--- config.mk ---
export PLATFORM = sky130hd
export DESIGN_NAME = decode_r32i
export DESIGN_NICKNAME = d
export VERILOG_FILES = /design/src/rtl/decode_r32i.sv
export SDC_FILE = /design/constraint.sdc
export NUM_CORES = 1
export LEC_CHECK = 0
export BUFFER_PORTS_ARGS = -buffer_cell sky130_fd_sc_hd__clkbuf_2
export CORE_MARGIN = 8
export CORE_UTILIZATION = 54
export DETAILED_ROUTE_END_ITERATION = 8
export PLACE_DENSITY_LB_ADDON = 0.2
export SLEW_MARGIN = 10
export SYNTH_ARGS = -nofsm -noshare
export SYNTH_HDL_FRONTEND = slang
export SYNTH_SLANG_ARGS = --single-unit
--- constraint.sdc ---
create_clock -name clock -period 4.7 [get_ports clock]
set_input_delay 0.47 -clock clock [delete_from_list [all_inputs] [get_ports clock]]
set_output_delay 0.47 -clock clock [all_outputs]
set_load 0.01 [all_outputs]
--- src/rtl/decode_r32i.sv ---
// rtl/decode_r32i.sv - registered RV32I decode stage producing the ALU control bundle
module decode_r32i #(
  parameter int dataW = 32
) (
  input  logic             clock,
  input  logic             nReset,
  input  logic             flush,
  input  logic [dataW-1:0] instr,
  input  logic             in_valid,
  output logic             in_ready,
  output logic             out_valid,
  input  logic             out_ready,
  output logic [3:0]       alucode,
  output logic [4:0]       rs1,
  output logic [4:0]       rs2,
  output logic [4:0]       rd,
  output logic [dataW-1:0] imm,
  output logic             use_imm,
  output logic             use_pc,
  output logic             reg_write,
  output logic             is_load,
  output logic             is_store,
  output logic             is_branch,
  output logic             is_jump,
  output logic [2:0]       funct3,
  output logic             illegal
);

  localparam logic [3:0] ALU_ADD  = 4'd0;
  localparam logic [3:0] ALU_SLT  = 4'd1;
  localparam logic [3:0] ALU_SLTU = 4'd2;
  localparam logic [3:0] ALU_AND  = 4'd3;
  localparam logic [3:0] ALU_OR   = 4'd4;
  localparam logic [3:0] ALU_XOR  = 4'd5;
  localparam logic [3:0] ALU_SSL  = 4'd6;
  localparam logic [3:0] ALU_SSR  = 4'd7;
  localparam logic [3:0] ALU_SRA  = 4'd8;
  localparam logic [3:0] ALU_CPY  = 4'd9;
  localparam logic [3:0] ALU_SUB  = 4'd10;

  localparam logic [6:0] OPC_OP     = 7'b0110011;
  localparam logic [6:0] OPC_OP_IMM = 7'b0010011;
  localparam logic [6:0] OPC_LUI    = 7'b0110111;
  localparam logic [6:0] OPC_AUIPC  = 7'b0010111;
  localparam logic [6:0] OPC_LOAD   = 7'b0000011;
  localparam logic [6:0] OPC_STORE  = 7'b0100011;
  localparam logic [6:0] OPC_BRANCH = 7'b1100011;
  localparam logic [6:0] OPC_JAL    = 7'b1101111;
  localparam logic [6:0] OPC_JALR   = 7'b1100111;

  localparam logic [6:0] F7_BASE = 7'b0000000;
  localparam logic [6:0] F7_ALT  = 7'b0100000;

  typedef struct packed {
    logic [3:0]       alucode;
    logic [4:0]       rs1;
    logic [4:0]       rs2;
    logic [4:0]       rd;
    logic [dataW-1:0] imm;
    logic             use_imm;
    logic             use_pc;
    logic             reg_write;
    logic             is_load;
    logic             is_store;
    logic             is_branch;
    logic             is_jump;
    logic [2:0]       funct3;
    logic             illegal;
  } bundle_t;

  bundle_t    dec;
  bundle_t    bundle_d, bundle_q;
  logic       out_valid_d, out_valid_q;
  logic       legal;
  logic       wants_rd;
  logic [6:0] opcode;
  logic [6:0] f7;
  logic [2:0] f3;

  logic [dataW-1:0] i_imm, s_imm, b_imm, u_imm, j_imm;

  assign opcode = instr[6:0];
  assign f3     = instr[14:12];
  assign f7     = instr[31:25];

  assign i_imm = {{20{instr[31]}}, instr[31:20]};
  assign s_imm = {{20{instr[31]}}, instr[31:25], instr[11:7]};
  assign b_imm = {{19{instr[31]}}, instr[31], instr[7], instr[30:25], instr[11:8], 1'b0};
  assign u_imm = {instr[31:12], 12'b0};
  assign j_imm = {{11{instr[31]}}, instr[31], instr[19:12], instr[20], instr[30:21], 1'b0};

  // Shared f3 -> ALU mapping for the base (f7 = 0) register and immediate forms
  function automatic logic [3:0] base_alu(input logic [2:0] sel);
    logic [3:0] code;
    case (sel)
      3'b000:  code = ALU_ADD;
      3'b001:  code = ALU_SSL;
      3'b010:  code = ALU_SLT;
      3'b011:  code = ALU_SLTU;
      3'b100:  code = ALU_XOR;
      3'b101:  code = ALU_SSR;
      3'b110:  code = ALU_OR;
      default: code = ALU_AND;
    endcase
    return code;
  endfunction

  always_comb begin
    dec        = '0;
    dec.rs1    = instr[19:15];
    dec.rs2    = instr[24:20];
    dec.rd     = instr[11:7];
    dec.funct3 = f3;
    legal      = 1'b1;
    wants_rd   = 1'b0;

    case (opcode)
      OPC_OP: begin
        wants_rd = 1'b1;
        if (f7 == F7_BASE) begin
          dec.alucode = base_alu(f3);
        end else if (f7 == F7_ALT && f3 == 3'b000) begin
          dec.alucode = ALU_SUB;
        end else if (f7 == F7_ALT && f3 == 3'b101) begin
          dec.alucode = ALU_SRA;
        end else begin
          legal = 1'b0;
        end
      end
      OPC_OP_IMM: begin
        wants_rd    = 1'b1;
        dec.use_imm = 1'b1;
        dec.imm     = i_imm;
        // Only shifts constrain imm[11:5]; other I-type ops use the full immediate
        if (f3 == 3'b001) begin
          dec.alucode = ALU_SSL;
          legal       = (f7 == F7_BASE);
        end else if (f3 == 3'b101) begin
          if (f7 == F7_BASE) begin
            dec.alucode = ALU_SSR;
          end else if (f7 == F7_ALT) begin
            dec.alucode = ALU_SRA;
          end else begin
            legal = 1'b0;
          end
        end else begin
          dec.alucode = base_alu(f3);
        end
      end
      OPC_LUI: begin
        wants_rd    = 1'b1;
        dec.alucode = ALU_CPY;
        dec.use_imm = 1'b1;
        dec.imm     = u_imm;
      end
      OPC_AUIPC: begin
        wants_rd    = 1'b1;
        dec.alucode = ALU_ADD;
        dec.use_imm = 1'b1;
        dec.use_pc  = 1'b1;
        dec.imm     = u_imm;
      end
      OPC_LOAD: begin
        wants_rd    = 1'b1;
        dec.alucode = ALU_ADD;
        dec.use_imm = 1'b1;
        dec.is_load = 1'b1;
        dec.imm     = i_imm;
      end
      OPC_STORE: begin
        dec.alucode  = ALU_ADD;
        dec.use_imm  = 1'b1;
        dec.is_store = 1'b1;
        dec.imm      = s_imm;
      end
      OPC_BRANCH: begin
        dec.is_branch = 1'b1;
        dec.imm       = b_imm;
        case (f3[2:1])
          2'b00:   dec.alucode = ALU_SUB;
          2'b10:   dec.alucode = ALU_SLT;
          2'b11:   dec.alucode = ALU_SLTU;
          default: legal       = 1'b0;
        endcase
      end
      OPC_JAL: begin
        wants_rd    = 1'b1;
        dec.alucode = ALU_ADD;
        dec.use_imm = 1'b1;
        dec.use_pc  = 1'b1;
        dec.is_jump = 1'b1;
        dec.imm     = j_imm;
      end
      OPC_JALR: begin
        wants_rd    = 1'b1;
        dec.alucode = ALU_ADD;
        dec.use_imm = 1'b1;
        dec.is_jump = 1'b1;
        dec.imm     = i_imm;
        legal       = (f3 == 3'b000);
      end
      default: legal = 1'b0;
    endcase

    // Illegal encodings keep the register/funct3 fields but drop all control
    if (!legal) begin
      dec.alucode   = ALU_ADD;
      dec.imm       = '0;
      dec.use_imm   = 1'b0;
      dec.use_pc    = 1'b0;
      dec.is_load   = 1'b0;
      dec.is_store  = 1'b0;
      dec.is_branch = 1'b0;
      dec.is_jump   = 1'b0;
      dec.illegal   = 1'b1;
    end
    dec.reg_write = wants_rd && legal && (dec.rd != 5'd0);
  end

  assign in_ready = nReset && !flush && (!out_valid_q || out_ready);

  always_comb begin
    out_valid_d = out_valid_q;
    bundle_d    = bundle_q;
    if (flush) begin
      out_valid_d = 1'b0;
    end else if (in_valid && in_ready) begin
      out_valid_d = 1'b1;
      bundle_d    = dec;
    end else if (out_ready) begin
      out_valid_d = 1'b0;
    end
  end

  always_ff @(posedge clock) begin
    if (!nReset) begin
      out_valid_q <= 1'b0;
      bundle_q    <= '0;
    end else begin
      out_valid_q <= out_valid_d;
      bundle_q    <= bundle_d;
    end
  end

  assign out_valid = out_valid_q;
  assign alucode   = bundle_q.alucode;
  assign rs1       = bundle_q.rs1;
  assign rs2       = bundle_q.rs2;
  assign rd        = bundle_q.rd;
  assign imm       = bundle_q.imm;
  assign use_imm   = bundle_q.use_imm;
  assign use_pc    = bundle_q.use_pc;
  assign reg_write = bundle_q.reg_write;
  assign is_load   = bundle_q.is_load;
  assign is_store  = bundle_q.is_store;
  assign is_branch = bundle_q.is_branch;
  assign is_jump   = bundle_q.is_jump;
  assign funct3    = bundle_q.funct3;
  assign illegal   = bundle_q.illegal;

endmodule

---- Word-level counts from Yosys, hierarchy flattened ----
Index checks and enable logic that the tools add are counted.
operators by class
  eq/ne operators ......................... 18
  shift-type cells ........................ 0
  multiply operators ...................... 0
  divide/modulo/power cells ............... 0
  reduce and logical (&&, ||, !) cells .... 25
  bitwise logic cells ..................... 2
  muxes and demuxes ....................... 34
  $lt $le $gt $ge ......................... 0
  add/subtract/negate cells ............... 0
operator list
  kind                                                 number
  case mux 32 bit (5 select lines)                     1
  two-way mux 4 bit                                    9
  two-way mux 34 bit                                   1
  equality test 7 x 6 -> 1 bit, second input constant  4
  equality test 7 bit, second input constant           3
  case mux 3 bit (7 select lines)                      1
  two-way mux 1 bit                                    18
  case mux 4 bit (4 select lines)                      1
  case mux 3 bit (5 select lines)                      1
  equality test 7 x 5 -> 1 bit, second input constant  2
  OR reduction 7 bit                                   2
  case mux 4 bit (3 select lines)                      1
  equality test 3 bit, second input constant           3
  OR reduction 2 bit                                   4
  equality test 7 x 2 -> 1 bit, second input constant  1
  logical AND 1 bit                                    7
  zero test 7 bit                                      1
  equality test 3 x 2 -> 1 bit, second input constant  2
  OR reduction 3 bit                                   2
  case mux 1 bit (5 select lines)                      1
  nonzero test 5 bit                                   1
  OR reduction 5 bit                                   1
  equality test 2 bit, second input constant           2
  equality test 3 x 1 -> 1 bit, second input constant  1
  7 further kinds                                      9
storage, ports and cells
  latch bits .............................. 0
  memory bits (read-only) ................. 0
  register bits ........................... 63
  RAM bits ................................ 0
  memories kept ........................... 0
  output and inout bits ................... 64
  word-level logic and storage cells ...... 94

---- Longest topological paths before layout ----
  depth in word-level cells ............... 8
  depth in mapped cells ................... 9
  gate-level depth less buffers ........... 7

---- Least setup slack after synthesis ----
No wires, ideal clock.
  kind .................................... input port to flip-flop
  start ................................... input port instr[2]
  end ..................................... register bundle_q (netlist bit alucode[2])
  required time ........................... 4584 ps
  arrival ................................. 1943 ps
  slack ................................... 2640 ps
  cell stages on the path ................. 7
  path through ............................ buf_2 > and2_4 > nor3b_1 > a32o_1 > a2111oi_4 > buf_6 > o21ai_2
between the ends
  word-level cells in the longest chain between the ends .. 4
  elaborated cells between the ends (all ways) .. 13
  those cells by class .................... 9 x eq/ne; 3 x mux; 1 x reduce/logical
RTL lines
  element                                            line  RTL
  from (decl)                                        8     input logic [dataW-1:0] instr,
  equality test 7 bit, or another cell as far along  117   case (opcode)
  OR reduction 5 bit (no source line)                n/a
  case mux 1 bit (5 select lines)                    117
  two-way mux 4 bit (*)                              206   if (!legal) begin
  to (signal assigned)                               241   bundle_q <= bundle_d;
  to (decl)                                          72    bundle_t bundle_d, bundle_q;
Every way passes the cells marked *; elsewhere a longest branch is shown, timed or not.
A chain may end at the register's enable or synchronous reset.

---- Worst setup path in the final report ----
  start ................................... input port nReset
  end ..................................... register bundle_q (netlist bit imm[18])
between the ends
  word-level cells in the longest chain between the ends .. 4
RTL lines
  element                               line  RTL
  from (decl)                           6     input logic nReset,
  logical AND 1 bit (2 in series)       220   assign in_ready = nReset && !flush && (!out_valid_q || out_ready);
  logical AND 1 bit                     227   end else if (in_valid && in_ready) begin
  AND reduction 2 bit (no source line)  n/a
Parallel ways exist; a longest one is shown, timed or not.

==> impl_metrics.tcl <==
set metrics [dict create \
    grt_pass1_vias 3025 \
    synth.ff_latch_count 63 \
    dr_total_vias 3111 \
    critical_path.endpoint "imm[18]$_SDFFE_PN0P_" \
    cts_tree "built" \
    routedWlPerCell_um 16.7 \
    cts_sinks 63 \
    worstSetupPathType "in2reg" \
    grt_first_pass_wirelength_um 14700 \
    drc_errors 0 \
    area_of_the_core_sq_um 5510 \
    port-buffer-count 100 \
    max_freq_ghz 0.394 \
    finish.net_count 496 \
    period_share 0.539 \
    globalRouteTotalUtil 0.214 \
    worst_hold_path_type "in2reg" \
    dieArea_sq_um 8380 \
    initial_core_utilization 0.560 \
    layout_common_cells "clkbuf_2 (100), nand2_1 (88), dfxtp_1 (63), o31ai_1 (30), a21oi_1 (25)" \
    clockRootBuffer "clkbuf_8" \
    post-route-util 0.680 \
    critical_path.max_fanout 37 \
    power.leakage_nw 1.53 \
    cell_rows 27 \
    multiInputGateArea_sq_um 1630 \
    synth.mux.area_fraction 0 \
    drive_above_1_share 0.295 \
    finalSetupTns_ns 0 \
    synth_cells 377 \
    post_cts.repair.setup_buffers 0 \
    yosys_most_used_dff "dfxtp_1" \
    finalMaxSlewViolations 0 \
    final_common_cell "clkbuf_2" \
    dp_hpwl_um 6480 \
    cts.htree.levels 3 \
    required_ns 4.90 \
    final-hold-violation-count 0 \
    finalWeightedCongestion 0.913 \
    synth_fa_ha_area_frac 0.0122 \
    syn_to_final_growth_pct 21.5 \
    grt_max_degree 38 \
    status "complete, no violations" \
    synth_top_family_by_area "compound AO/OA/AOI/OAI gates" \
    grt_antenna_before_repair 0 \
    detailedRoute.firstIterationViolations 299 \
    antenna-diode-count 0 \
    max_slew.worst_pin.slew_ns 1.06 \
    grt.overflow.total 0 \
    synth_warnings 0 \
    r2r_cells 6 \
    r2r_end "imm[18]$_SDFFE_PN0P_" \
    synth.yosys.seq_area_share 0.409 \
    timing.max_cap.violations 0 \
    clk_path_buf_depth 2 \
    power_density_nw_per_um2 318 \
    drt_wl_total_um 8920 \
    cts-buffers-inserted 9 \
    basic_gate_share_of_the_synthesized_area_counting_and_or_nand_and_nor_cells 0.237 \
    drt.antenna.violating_nets 0 \
    type_of_element_capturing_the_critical_path "flip-flop" \
    pin_count 101 \
    max_slew_headroom 0.294 \
    cp-startpoint "nReset" \
    setup_repair_after_global_routing_missed_its_margin "no" \
    synth_compound_gate_area_share 0.275 \
    floorplan.die.height_um 91.6 \
    async_flop_share 0 \
    cts.repair.resized 0 \
    netlist-cell-type-count 49 \
    number_of_synthesized_flops_with_an_enable_pin 0 \
    cts.clk_slew.worst_paths_ns 0.07 \
    floorplan.die.width_um 91.6 \
    critical_path.startpoint_type "input pin" \
    setup_slack_reg_to_reg_ns 2.57 \
    clk-insertion-delay-late_ns 0.34 \
    fill_cells 507 \
    timing.rr.start "out_valid$_SDFFE_PP0P_" \
    synth_area_per_cell_sq_um 8.18 \
    drt_pass1_iterations 5 \
    final.min_clock_period_ns 2.54 \
    post_synth_instance_area_sq_um 3080 \
    synthesis.nets 417 \
    synthXorXnorAreaFrac 0.00284 \
    flip_flop_and_latch_area_sq_um 1260 \
    cp_data_arrival_time_ns 2.73 \
    final.setup_skew_ns 0.00659 \
    cts_hold_repair.buffers 0 \
    timing.final.setup_violations 0 \
    vdd_drop_max_uv 197 \
    viasPerCell 5.84 \
]
-- cell usage after synthesis (4+ instances only) --
library cell | instances | area share
nor2b_1 | 5 | 0.010
o21ai_2 | 10 | 0.028
o21ai_0 | 6 | 0.0097
clkbuf_1 | 23 | 0.028
nand2_1 | 88 | 0.11
nand3_1 | 8 | 0.013
nor2_1 | 12 | 0.015
and2_1 | 4 | 0.0081
o31ai_1 | 30 | 0.073
buf_2 | 5 | 0.0081
nand4_1 | 6 | 0.012
a21oi_1 | 25 | 0.041
inv_1 | 5 | 0.0061
dfxtp_1 | 63 | 0.41
a22oi_1 | 4 | 0.0097
buf_6 | 5 | 0.018
a21boi_0 | 19 | 0.046
a31oi_1 | 4 | 0.0081
nand2b_1 | 7 | 0.014
nor3_1 | 4 | 0.0065
-- worst max-delay path: stages --
cell and delay, ns:
clkbuf_2 0.41, nor2b_1 0.26, nand3_2 0.58, and2_1 0.53
buf_4 0.28, nand2_1 0.11, o31ai_1 0.07
-- stage by stage --
stage          cell area [sq um]  power (mW)  cells  setup slack, ns  hold slack [ns]
2_1_floorplan               3080       0.626    377             2.64            0.471
3_3_place_gp                3520       0.666    517             1.89            0.435
3_5_place_dp                3520       0.667    517             1.84            0.443
4_1_cts                     3740        1.19    533             2.20            0.383
5_1_grt                     3740        1.23    533             1.99            0.405
6_report                    3740        1.19    533             2.16            0.395
-- sequential cells by signal (all words and copies together), names as in the netlist --
name,cells
alucode,4
funct3,3
illegal,1
imm,32
is_branch,1
is_jump,1
is_load,1
is_store,1
out_valid,1
rd,5
reg_write,1
rs1,5
rs2,5
use_imm,1
use_pc,1
-- metal layers --
metal / GRT usage / wire length (um) / vias to the layer above
met4: 0.0914 / 161 / 0
met5: 0 / 0 / -
met3: 0.0535 / 637 / 14
li1: - / - / 1497
met1: 0.273 / 4030 / 1455
met2: 0.333 / 4090 / 145
-- final cells by class --
type | instances | area share
Inverter | 5 | 0.00501
Clock buffer | 11 | 0.0378
Timing Repair Buffer | 103 | 0.140
Clock inverter | 5 | 0.0217
Sequential cell | 63 | 0.337
Tap cell | 72 | 0.0241
Multi-Input combinational cell | 274 | 0.435
-- worst min-delay path by stage --
stage               depth (start not counted)  slack [ns]                 endpoint                     from
floorplan                                   2        0.47  alucode[1]$_SDFFE_PN0P_  alucode[1]$_SDFFE_PN0P_
global placement                            2        0.43  alucode[3]$_SDFFE_PN0P_  alucode[3]$_SDFFE_PN0P_
detailed placement                          2        0.44  alucode[3]$_SDFFE_PN0P_  alucode[3]$_SDFFE_PN0P_
CTS                                         3        0.38      rs1[2]$_SDFFE_PN0P_                instr[17]
global route                                3        0.41      rs1[2]$_SDFFE_PN0P_                instr[17]
finish                                      3        0.40      rs1[0]$_SDFFE_PN0P_                instr[15]
-- cells by family (layout without fill, tap and decap cells) --
logic type                 after synthesis  count (layout)
adders and majority gates                3               3
and+or+nand+nor                        153             153
xor gates and xnor gates                 1               1
DFF                                     63              63
buffers and inverters                   40             124
AOI/OAI and AO/OA                      117             117
-- power breakdown --
group          switching [mW]  total (mW)  internal [mW]  leakage, nW
sequential            0.00383       0.544          0.540        0.509
clock                   0.219       0.533          0.313        0.110
combinational          0.0755       0.113         0.0373        0.908
total                   0.299        1.19          0.891         1.53
No activity file was read; power rests on OpenSTA's default activity.
